**config.mk**
```make
export PLATFORM = sky130hd
export DESIGN_NAME = tap_window_mac_flat
export DESIGN_NICKNAME = d
export VERILOG_FILES = /design/src/rtl/tap_window_mac_if.sv /design/src/rtl/tap_window_mac.sv /design/src/flat_wrapper.sv
export SDC_FILE = /design/constraint.sdc
export NUM_CORES = 2
export LEC_CHECK = 0
export CAP_MARGIN = 15
export CELL_PAD_IN_SITES_DETAIL_PLACEMENT = 0
export CELL_PAD_IN_SITES_GLOBAL_PLACEMENT = 2
export CORE_UTILIZATION = 43
export DETAILED_ROUTE_END_ITERATION = 8
export PLACE_DENSITY = 0.91
export RECOVER_POWER = 100
export SLEW_MARGIN = 10
export SYNTH_ARGS = -nofsm -noshare
export SYNTH_HDL_FRONTEND = slang
export SYNTH_SLANG_ARGS = --single-unit
```
**constraint.sdc**
```tcl
create_clock -name CLK -period 12.7 [get_ports CLK]
set_input_delay 1.905 -clock CLK [delete_from_list [all_inputs] [get_ports CLK]]
set_output_delay 1.905 -clock CLK [all_outputs]
set_load 0.01 [all_outputs]
```
**src/rtl/tap_window_mac_if.sv**
```systemverilog
// rtl/tap_window_mac_if.sv - tap input, coefficient write and result handshake bundle
interface tap_window_mac_if #(
  parameter int X  = 2,
  parameter int DW = 8,
  parameter int CW = 8,
  parameter int OW = 16
);
  localparam int K  = 4 * X + 1;
  localparam int AW = $clog2(K);

  logic                     in_valid;
  logic                     in_ready;
  logic [X-1:0][DW-1:0]     out1;
  logic [X-1:0][DW-1:0]     out2;
  logic [X-1:0][DW-1:0]     out3;
  logic [X-1:0][DW-1:0]     out4;
  logic [DW-1:0]            out5;
  logic                     coef_wr_en;
  logic [AW-1:0]            coef_wr_addr;
  logic signed [CW-1:0]     coef_wr_data;
  logic                     out_valid;
  logic                     out_ready;
  logic signed [OW-1:0]     result;
  logic                     sat_flag;

  modport master (
    output in_valid, out1, out2, out3, out4, out5,
    output coef_wr_en, coef_wr_addr, coef_wr_data, out_ready,
    input  in_ready, out_valid, result, sat_flag
  );

  modport slave (
    input  in_valid, out1, out2, out3, out4, out5,
    input  coef_wr_en, coef_wr_addr, coef_wr_data, out_ready,
    output in_ready, out_valid, result, sat_flag
  );
endinterface

```
**src/rtl/tap_window_mac.sv**
```systemverilog
// rtl/tap_window_mac.sv - K-tap multiply-accumulate with saturation and credit-flowed output FIFO
module tap_window_mac #(
  parameter int X          = 2,
  parameter int DW         = 8,
  parameter int CW         = 8,
  parameter int OW         = 16,
  parameter int FIFO_DEPTH = 4
) (
  input logic             CLK,
  input logic             rst,
  tap_window_mac_if.slave bus
);
  localparam int K    = 4 * X + 1;
  localparam int PW   = DW + CW + 1;
  localparam int SW   = PW + $clog2(K);
  localparam int PTRW = $clog2(FIFO_DEPTH);
  localparam int CNTW = PTRW + 1;
  localparam logic signed [SW-1:0] SAT_HI = SW'((2 ** (OW - 1)) - 1);
  localparam logic signed [SW-1:0] SAT_LO = SW'(-(2 ** (OW - 1)));

  logic [DW-1:0]        taps [K];
  logic signed [CW-1:0] coef_q [K];
  logic signed [CW-1:0] coef_d [K];
  logic signed [PW-1:0] prod_q [K];
  logic signed [PW-1:0] prod_d [K];
  logic                 v1_q, v1_d, v2_q, v2_d;
  logic signed [OW-1:0] s2_q, s2_d;
  logic                 sat_q, sat_d;
  logic signed [OW-1:0] mem_q [FIFO_DEPTH];
  logic signed [OW-1:0] mem_d [FIFO_DEPTH];
  logic [PTRW-1:0]      rd_ptr_q, rd_ptr_d, wr_ptr_q, wr_ptr_d;
  logic [CNTW-1:0]      count_q, count_d;
  logic signed [OW-1:0] result_q, result_d;
  logic signed [SW-1:0] sum;
  logic [CNTW:0]        credit_used;
  logic                 in_ready, accept, pop, clamp_hi, clamp_lo;

  always_comb begin
    for (int i = 0; i < X; i++) begin
      taps[4*i]     = bus.out1[i];
      taps[4*i + 1] = bus.out2[i];
      taps[4*i + 2] = bus.out3[i];
      taps[4*i + 3] = bus.out4[i];
    end
    taps[K-1] = bus.out5;
  end

  // Credits count every result already committed downstream, so a push can never find the FIFO full.
  assign credit_used = {1'b0, count_q} + {{CNTW{1'b0}}, v1_q} + {{CNTW{1'b0}}, v2_q};
  assign in_ready    = credit_used < (CNTW + 1)'(FIFO_DEPTH);
  assign accept      = bus.in_valid && in_ready;
  assign pop         = (count_q != '0) && bus.out_ready;

  always_comb begin
    coef_d = coef_q;
    if (bus.coef_wr_en && (int'(bus.coef_wr_addr) < K))
      coef_d[bus.coef_wr_addr] = bus.coef_wr_data;

    for (int t = 0; t < K; t++)
      prod_d[t] = accept ? PW'($signed({1'b0, taps[t]})) * PW'(coef_q[t]) : prod_q[t];
    v1_d = accept;

    sum = '0;
    for (int t = 0; t < K; t++)
      sum = sum + SW'(prod_q[t]);
    clamp_hi = sum > SAT_HI;
    clamp_lo = sum < SAT_LO;
    s2_d = s2_q;
    if (v1_q)
      s2_d = clamp_hi ? OW'(SAT_HI) : (clamp_lo ? OW'(SAT_LO) : OW'(sum));
    v2_d  = v1_q;
    sat_d = sat_q | (v1_q & (clamp_hi | clamp_lo));

    mem_d    = mem_q;
    wr_ptr_d = wr_ptr_q;
    rd_ptr_d = rd_ptr_q;
    if (v2_q) begin
      mem_d[wr_ptr_q] = s2_q;
      wr_ptr_d        = wr_ptr_q + 1'b1;
    end
    if (pop)
      rd_ptr_d = rd_ptr_q + 1'b1;
    count_d  = count_q + CNTW'(v2_q) - CNTW'(pop);
    // Result is its own register so it holds the last head once the FIFO drains.
    result_d = (count_d != '0) ? mem_d[rd_ptr_d] : result_q;
  end

  always_ff @(posedge CLK) begin
    if (rst) begin
      for (int t = 0; t < K; t++) begin
        coef_q[t] <= '0;
        prod_q[t] <= '0;
      end
      for (int e = 0; e < FIFO_DEPTH; e++)
        mem_q[e] <= '0;
      v1_q     <= 1'b0;
      v2_q     <= 1'b0;
      s2_q     <= '0;
      sat_q    <= 1'b0;
      rd_ptr_q <= '0;
      wr_ptr_q <= '0;
      count_q  <= '0;
      result_q <= '0;
    end else begin
      coef_q   <= coef_d;
      prod_q   <= prod_d;
      mem_q    <= mem_d;
      v1_q     <= v1_d;
      v2_q     <= v2_d;
      s2_q     <= s2_d;
      sat_q    <= sat_d;
      rd_ptr_q <= rd_ptr_d;
      wr_ptr_q <= wr_ptr_d;
      count_q  <= count_d;
      result_q <= result_d;
    end
  end

  assign bus.in_ready  = in_ready;
  assign bus.out_valid = (count_q != '0);
  assign bus.result    = result_q;
  assign bus.sat_flag  = sat_q;
endmodule
```
**src/flat_wrapper.sv**
```systemverilog
// flat-port wrapper written by rule: the top's interface ports become plain ports
module tap_window_mac_flat 
#(
  parameter int X          = 2,
  parameter int DW         = 8,
  parameter int CW         = 8,
  parameter int OW         = 16,
  parameter int FIFO_DEPTH = 4
)
  (CLK, rst, bus_in_valid, bus_out1, bus_out2, bus_out3, bus_out4, bus_out5, bus_coef_wr_en, bus_coef_wr_addr, bus_coef_wr_data, bus_out_ready, bus_in_ready, bus_out_valid, bus_result, bus_sat_flag);
  tap_window_mac_if #(.X(X), .DW(DW), .CW(CW), .OW(OW)) bus_i ();
  input logic CLK;
  input logic rst;
  input wire logic [$bits(bus_i.in_valid)-1:0] bus_in_valid;
  input wire logic [$bits(bus_i.out1)-1:0] bus_out1;
  input wire logic [$bits(bus_i.out2)-1:0] bus_out2;
  input wire logic [$bits(bus_i.out3)-1:0] bus_out3;
  input wire logic [$bits(bus_i.out4)-1:0] bus_out4;
  input wire logic [$bits(bus_i.out5)-1:0] bus_out5;
  input wire logic [$bits(bus_i.coef_wr_en)-1:0] bus_coef_wr_en;
  input wire logic [$bits(bus_i.coef_wr_addr)-1:0] bus_coef_wr_addr;
  input wire logic [$bits(bus_i.coef_wr_data)-1:0] bus_coef_wr_data;
  input wire logic [$bits(bus_i.out_ready)-1:0] bus_out_ready;
  output wire logic [$bits(bus_i.in_ready)-1:0] bus_in_ready;
  output wire logic [$bits(bus_i.out_valid)-1:0] bus_out_valid;
  output wire logic [$bits(bus_i.result)-1:0] bus_result;
  output wire logic [$bits(bus_i.sat_flag)-1:0] bus_sat_flag;
  assign bus_i.in_valid = bus_in_valid;
  assign bus_i.out1 = bus_out1;
  assign bus_i.out2 = bus_out2;
  assign bus_i.out3 = bus_out3;
  assign bus_i.out4 = bus_out4;
  assign bus_i.out5 = bus_out5;
  assign bus_i.coef_wr_en = bus_coef_wr_en;
  assign bus_i.coef_wr_addr = bus_coef_wr_addr;
  assign bus_i.coef_wr_data = bus_coef_wr_data;
  assign bus_i.out_ready = bus_out_ready;
  assign bus_in_ready = bus_i.in_ready;
  assign bus_out_valid = bus_i.out_valid;
  assign bus_result = bus_i.result;
  assign bus_sat_flag = bus_i.sat_flag;
  tap_window_mac #(.X(X), .DW(DW), .CW(CW), .OW(OW), .FIFO_DEPTH(FIFO_DEPTH)) u_core (.CLK(CLK), .rst(rst), .bus(bus_i));
endmodule
```
## Yosys cells after proc, flatten, opt, wreduce, memory -nomap -nowiden

Cells that the tools add are included.

- Flip-flop bits (word level): 331
- Output and inout port bits: 19
- Word-level logic and storage cells: 88

- Add/subtract/negate cells: 14
- Multipliers: 9
- $lt $le $gt $ge: 9
- Muxes and demuxes: 13
- Bitwise gates (word level): 6
- Reductions and logical operators: 7

Operator list:

| operator | number |
|---|---|
| $mul 9x8->17 | 9 |
| $add 21x17->21 | 6 |
| $mux 16 | 5 |
| $bwmux 72 | 1 |
| $bwmux 64 | 1 |
| $mux 64 | 1 |
| $bmux 16 s2 | 1 |
| $demux 16 s2 | 1 |
| $demux 8 s4 | 1 |
| $gt 21x16->1 const B | 1 |
| $lt 21x16->1 const B | 1 |
| $add 18x17->19 | 1 |
| $add 17x17->18 | 1 |
| $mux 8 | 1 |
| $ge 3x3->1 const B | 2 |
| $not 2->3 | 2 |
| $reduce_bool 3->1 | 2 |
| $ge 5x5->1 const B | 1 |
| $logic_and 1x1->1 | 5 |
| $lt 5x1->1 const B | 1 |
| $not 4->5 | 1 |
| $add 2x1->2 const B | 2 |
| $add 3x1->4 | 1 |
| $add 4x1->4 | 1 |
| 8 further kinds | 9 |

## Longest topological paths before layout

- Depth in word-level cells: 12
- Gate-level depth with buffers: 31

## Worst setup path before layout

OpenSTA, ideal clock, no wires.

- Path type: reg2reg
- Start point: register u_core.prod_q[103] (netlist bit)
- End point: register u_core.s2_q[10]
- Arrival time: 6.947 ns
- Setup slack: 5.600 ns
- Cell stages (with the launch flop): 32
- Period minus slack after synthesis: 7.100 ns
- Path through: dfxtp_1 > inv_1 > fa_1 > inv_1 > ha_1 > fa_1 > a21o_1 > a21oi_1 > nor2b_1 > o21ai_0 > a21oi_1 > a21o_1 > a21oi_1 > xnor2_1 > fa_1 > inv_1 > fa_1 > fa_1 > fa_1 > inv_1 > ha_1 > buf_2 > nand4_1 > or3_1 > a211o_1 > o211ai_1 > a21oi_2 > xnor2_2 > nand2b_4 > o21ai_2 > buf_6 > a311oi_2

- Word-level cells in the longest chain between the ends: 10
- Elaborated cells on any way between the ends: 11
- Those cells by class: 7 x add/sub; 2 x order compare; 2 x mux

Ends and longest elaborated chain:

| item | RTL line | source |
|---|---|---|
| start: declaration | tap_window_mac.sv:24 | `logic signed [PW-1:0] prod_q [K];` |
| start signal: assignment | tap_window_mac.sv:106 | `prod_q <= prod_d;` |
| $add 18x17->19 * | tap_window_mac.sv:65 | `sum = sum + SW'(prod_q[t]);` |
| $add 21x17->21 * (6 in series) | tap_window_mac.sv:65 |  |
| $lt 21x16->1 | tap_window_mac.sv:67 | `clamp_lo = sum < SAT_LO;` |
| $mux 16 | tap_window_mac.sv:70 | `s2_d = clamp_hi ? OW'(SAT_HI) : (clamp_lo ? OW'(SAT_LO) : OW'(sum));` |
| $mux 16 * | tap_window_mac.sv:70 |  |
| end signal: assignment | tap_window_mac.sv:98 | `s2_q <= '0;` |
| end signal: assignment | tap_window_mac.sv:110 | `s2_q <= s2_d;` |
| end: declaration | tap_window_mac.sv:27 | `logic signed [OW-1:0] s2_q, s2_d;` |

Every way passes the cells marked *; elsewhere a longest branch is shown, timed or not.
A chain may end at the register's enable or synchronous reset.

## Final worst setup path

- Start point: register u_core.prod_q[103] (netlist bit)
- End point: register u_core.s2_q[6]

Same word-level chain as after synthesis.

==> impl_metrics.py <==
metrics = {
    "floorplanning": {
        "core_region_area_um2": 82200,
        "rows": 105,
        "die_w_um": 291,
        "start_util_pct": 43.5,
        "io_pins": 108,
        "die_y_um": 291,
        "die-area_um2": 84400,
    },
    "logic_synthesis": {
        "synth_enable_flop_cells": 0,
        "synth_cell_types": 73,
        "synth_flop_cell": "dfxtp_1",
        "async_flop_share_pct": 0,
        "synth_area_um2": 35800,
        "ys_warn_count": 0,
        "yosysSeqAreaShare_pct": 18.5,
        "syn_nets": 5127,
        "ys_ff_latch": 331,
        "avgSynthCellArea_um2": 8.61,
        "synthCells": 4159,
    },
    "timing": {
        "timing.slew.headroom_pct": -198,
        "setup-violations-final": 0,
        "period_needed_ns": 9.06,
        "hold_viol": 0,
        "fin_crit_sh_pct": 71.4,
        "fin_setup_tns_ns": 0,
        "rsz0062_at_grt": "no",
        "fin_worst_skew_ns": 0.0338,
        "slew_viol_final": 268,
        "worst_pin_slew_ns": 4.46,
        "timing.fmax_mhz": 110,
    },
    "cts": {
        "numCtsBuffers": 43,
        "cts_resized": 0,
        "post-cts-setup-buffers": 0,
        "cts_buffer_depth": 3,
        "clockRootBuffer": "clkbuf_16",
        "h-tree-depth": 2,
        "path_clk_slew_ns": 0.06,
        "worstSkewPairLatency_ns": 0.60,
        "hold_buffers": 0,
        "cts_sinks": 331,
        "cts_tree": "built",
    },
    "worst_setup_path": {
        "crit_slowest_cell": "o21ai_0",
        "cp_max_fo": 14,
        "crit_buf_inv": 4,
        "critical-path-top-delay-family": "compound AO/OA/AOI/OAI gates",
        "end_kind": "flop",
        "crit_type": "reg2reg",
        "crit_path_frequent_cell": "fa_1",
        "critical_path_required_ns": 13.06,
        "slowest_delay_ns": 1.51,
        "arrival_ns": 9.42,
        "worstSetupStartpointType": "flop",
    },
    "run_status": {
        "status": "finished, violations left",
        "violations": "max-capacitance violations, max-slew violations",
    },
    "flow_run": {
        "max-cap-violations": 5,
    },
    "place": {
        "place.gp.congestion": 0.862,
        "hpwl_mm": 70.2,
        "io_buffers": 107,
        "place_area_um2": 37900,
    },
    "grt": {
        "use_met1_pct": 31.7,
        "grt_overflow_total": 0,
        "grt_max_degree": 88,
        "grt_pass1_vias": 27100,
        "grt_util_met3_pct": 2.20,
        "grt_pass1_wl_mm": 148,
        "antenna_found_initial": 4,
        "busiest_layer": "met2",
        "grt_use_total_pct": 22.0,
        "use_met2_pct": 35.5,
    },
    "drt": {
        "route.detailed.drc": 0,
        "via_per_inst": 5.06,
        "initialDrtViolationCount": 1407,
        "vias": 26800,
        "post_drt_wl_per_cell_um": 17.0,
        "ant_nets": 0,
        "drt-total-wl_mm": 90.3,
        "first_pass_iters": 5,
    },
    "finish": {
        "drive_gt1_share_pct": 2.72,
        "area_delta_synth_final_pct": 9.56,
        "diodes": 0,
        "nets": 5165,
        "final_area_um2": 39200,
        "layout_commonest_cell": "inv_1",
        "layout_common_cells": "655 x inv_1, 594 x nand2_1, 445 x fa_1",
    },
    "pwr": {
        "peakVddDrop_v": 0.000233,
        "pwr_density_cell_nw_per_um2": 101,
        "leakagePower_nw": 18.4,
    },
    "worst_hold_path": {
        "hold_class": "reg2reg",
    },
}
==> cell type report <==
type / count / area [µm²]
well taps: 1070 / 1340
clock buffers: 56 / 1210
flip-flops and latches: 331 / 6630
clock inverters: 20 / 240
fillers: 8090 / 43000
inverters: 655 / 2460
repair buffers: 127 / 1200
multi-input cells: 3039 / 26200
==> layer usage <==
metal	vias up	part of all wire [%]	wire [µm]
met4	4	1.9	1710
li1	13300	-	-
met1	13000	48	43800
met5	-	0.025	23
met2	407	46	41300
met3	86	3.8	3450
==> final timing paths <==
check / start / endpoint / slack, ns / cells after the start
worst max register to register: u_core.prod_q[103]$_SDFFE_PP0P_ / u_core.s2_q[6]$_SDFFE_PP0P_ / 3.64 / 29
worst min-delay path: u_core.prod_q[115]$_SDFFE_PP0P_ / u_core.prod_q[115]$_SDFFE_PP0P_ / 0.45 / 2
worst min register to register: u_core.prod_q[115]$_SDFFE_PP0P_ / u_core.prod_q[115]$_SDFFE_PP0P_ / 0.45 / 2
worst max-delay path: u_core.prod_q[103]$_SDFFE_PP0P_ / u_core.s2_q[6]$_SDFFE_PP0P_ / 3.64 / 29
==> cell families after synthesis <==
logic type,Yosys count,synth area share (%)
AOI/OAI and AO/OA,543,9.36
xor gates and xnor gates,120,3.03
adders and majority gates,879,40.0
buffers and inverters,789,8.37
DFF,331,18.5
muxes,77,2.16
and+or+nand+nor,1420,18.5
==> worst register-to-register path, delay by kind of cell (launching register included) <==
family	cells	cell delay, ns
buffers and inverters	4	0.20
and+or+nand+nor	2	0.29
AOI/OAI and AO/OA	13	4.03
adders and majority gates	8	3.66
DFF	1	0.33
xor gates and xnor gates	2	0.32
==> power by group <==
part	leakage, nW	switching, mW	total, mW	internal [mW]
sequential	2.68	0.0843	1.19	1.10
clock	0.686	0.511	1.25	0.736
combinational	15.0	0.988	1.54	0.553
==> per-stage QoR <==
step | util [%] | setup WS, ns | total power, mW | instances | hold slack [ns]
5_1_grt | 47.7 | 3.09 | 4.25 | 5298 | 0.467
6_report | 47.7 | 3.64 | 3.98 | 5298 | 0.450
3_5_place_dp | 46.0 | 4.82 | 2.82 | 5222 | 0.446
3_3_place_gp | 46.0 | 4.95 | 2.79 | 5222 | 0.439
2_1_floorplan | - | 5.60 | 2.42 | 4159 | 0.432
4_1_cts | 47.8 | 4.77 | 4.08 | 5298 | 0.453
==> flip-flops by register name, summed over array words and instances (netlist names) <==
register             cells
u_core.bus.result       16
u_core.bus.sat_flag      1
u_core.coef_q           72
u_core.count_q           3
u_core.mem_q            64
u_core.prod_q          153
u_core.rd_ptr_q          2
u_core.s2_q             16
u_core.v1_q              1
u_core.v2_q              1
u_core.wr_ptr_q          2
==> Yosys cell counts, drive strengths merged, types with 4 or more instances <==
cell    number  share of area [%]
mux2i       75                2.1
nor3        50               0.73
a211o       10               0.24
xnor2       94                2.4
a311oi      11               0.39
nand3       50               0.71
inv        655                6.9
a21o        20               0.42
o22ai       20               0.35
o21a         4              0.084
a41o         9               0.25
and2       303                5.3
and3         8               0.14
o21ai       64               0.92
nand3b       6               0.13
dfxtp      331                 19
nand4        6               0.10
nor2       274                2.9
xor2        26               0.66
a41oi        6               0.15
clkbuf     107                1.1
a211oi      41               0.87
a31oi        4              0.070
a22oi       16               0.34
ha         434                 15
a31o         5               0.12
nor2b       35               0.61
o21bai      10               0.21
fa         445                 25
nand2b      65                1.2
or3         14               0.24
a21boi       9               0.19
nand2      595                6.2
nor4         6               0.15
a21oi      291                4.1
buf         27               0.38
Power figures use the tool's default switching activity.
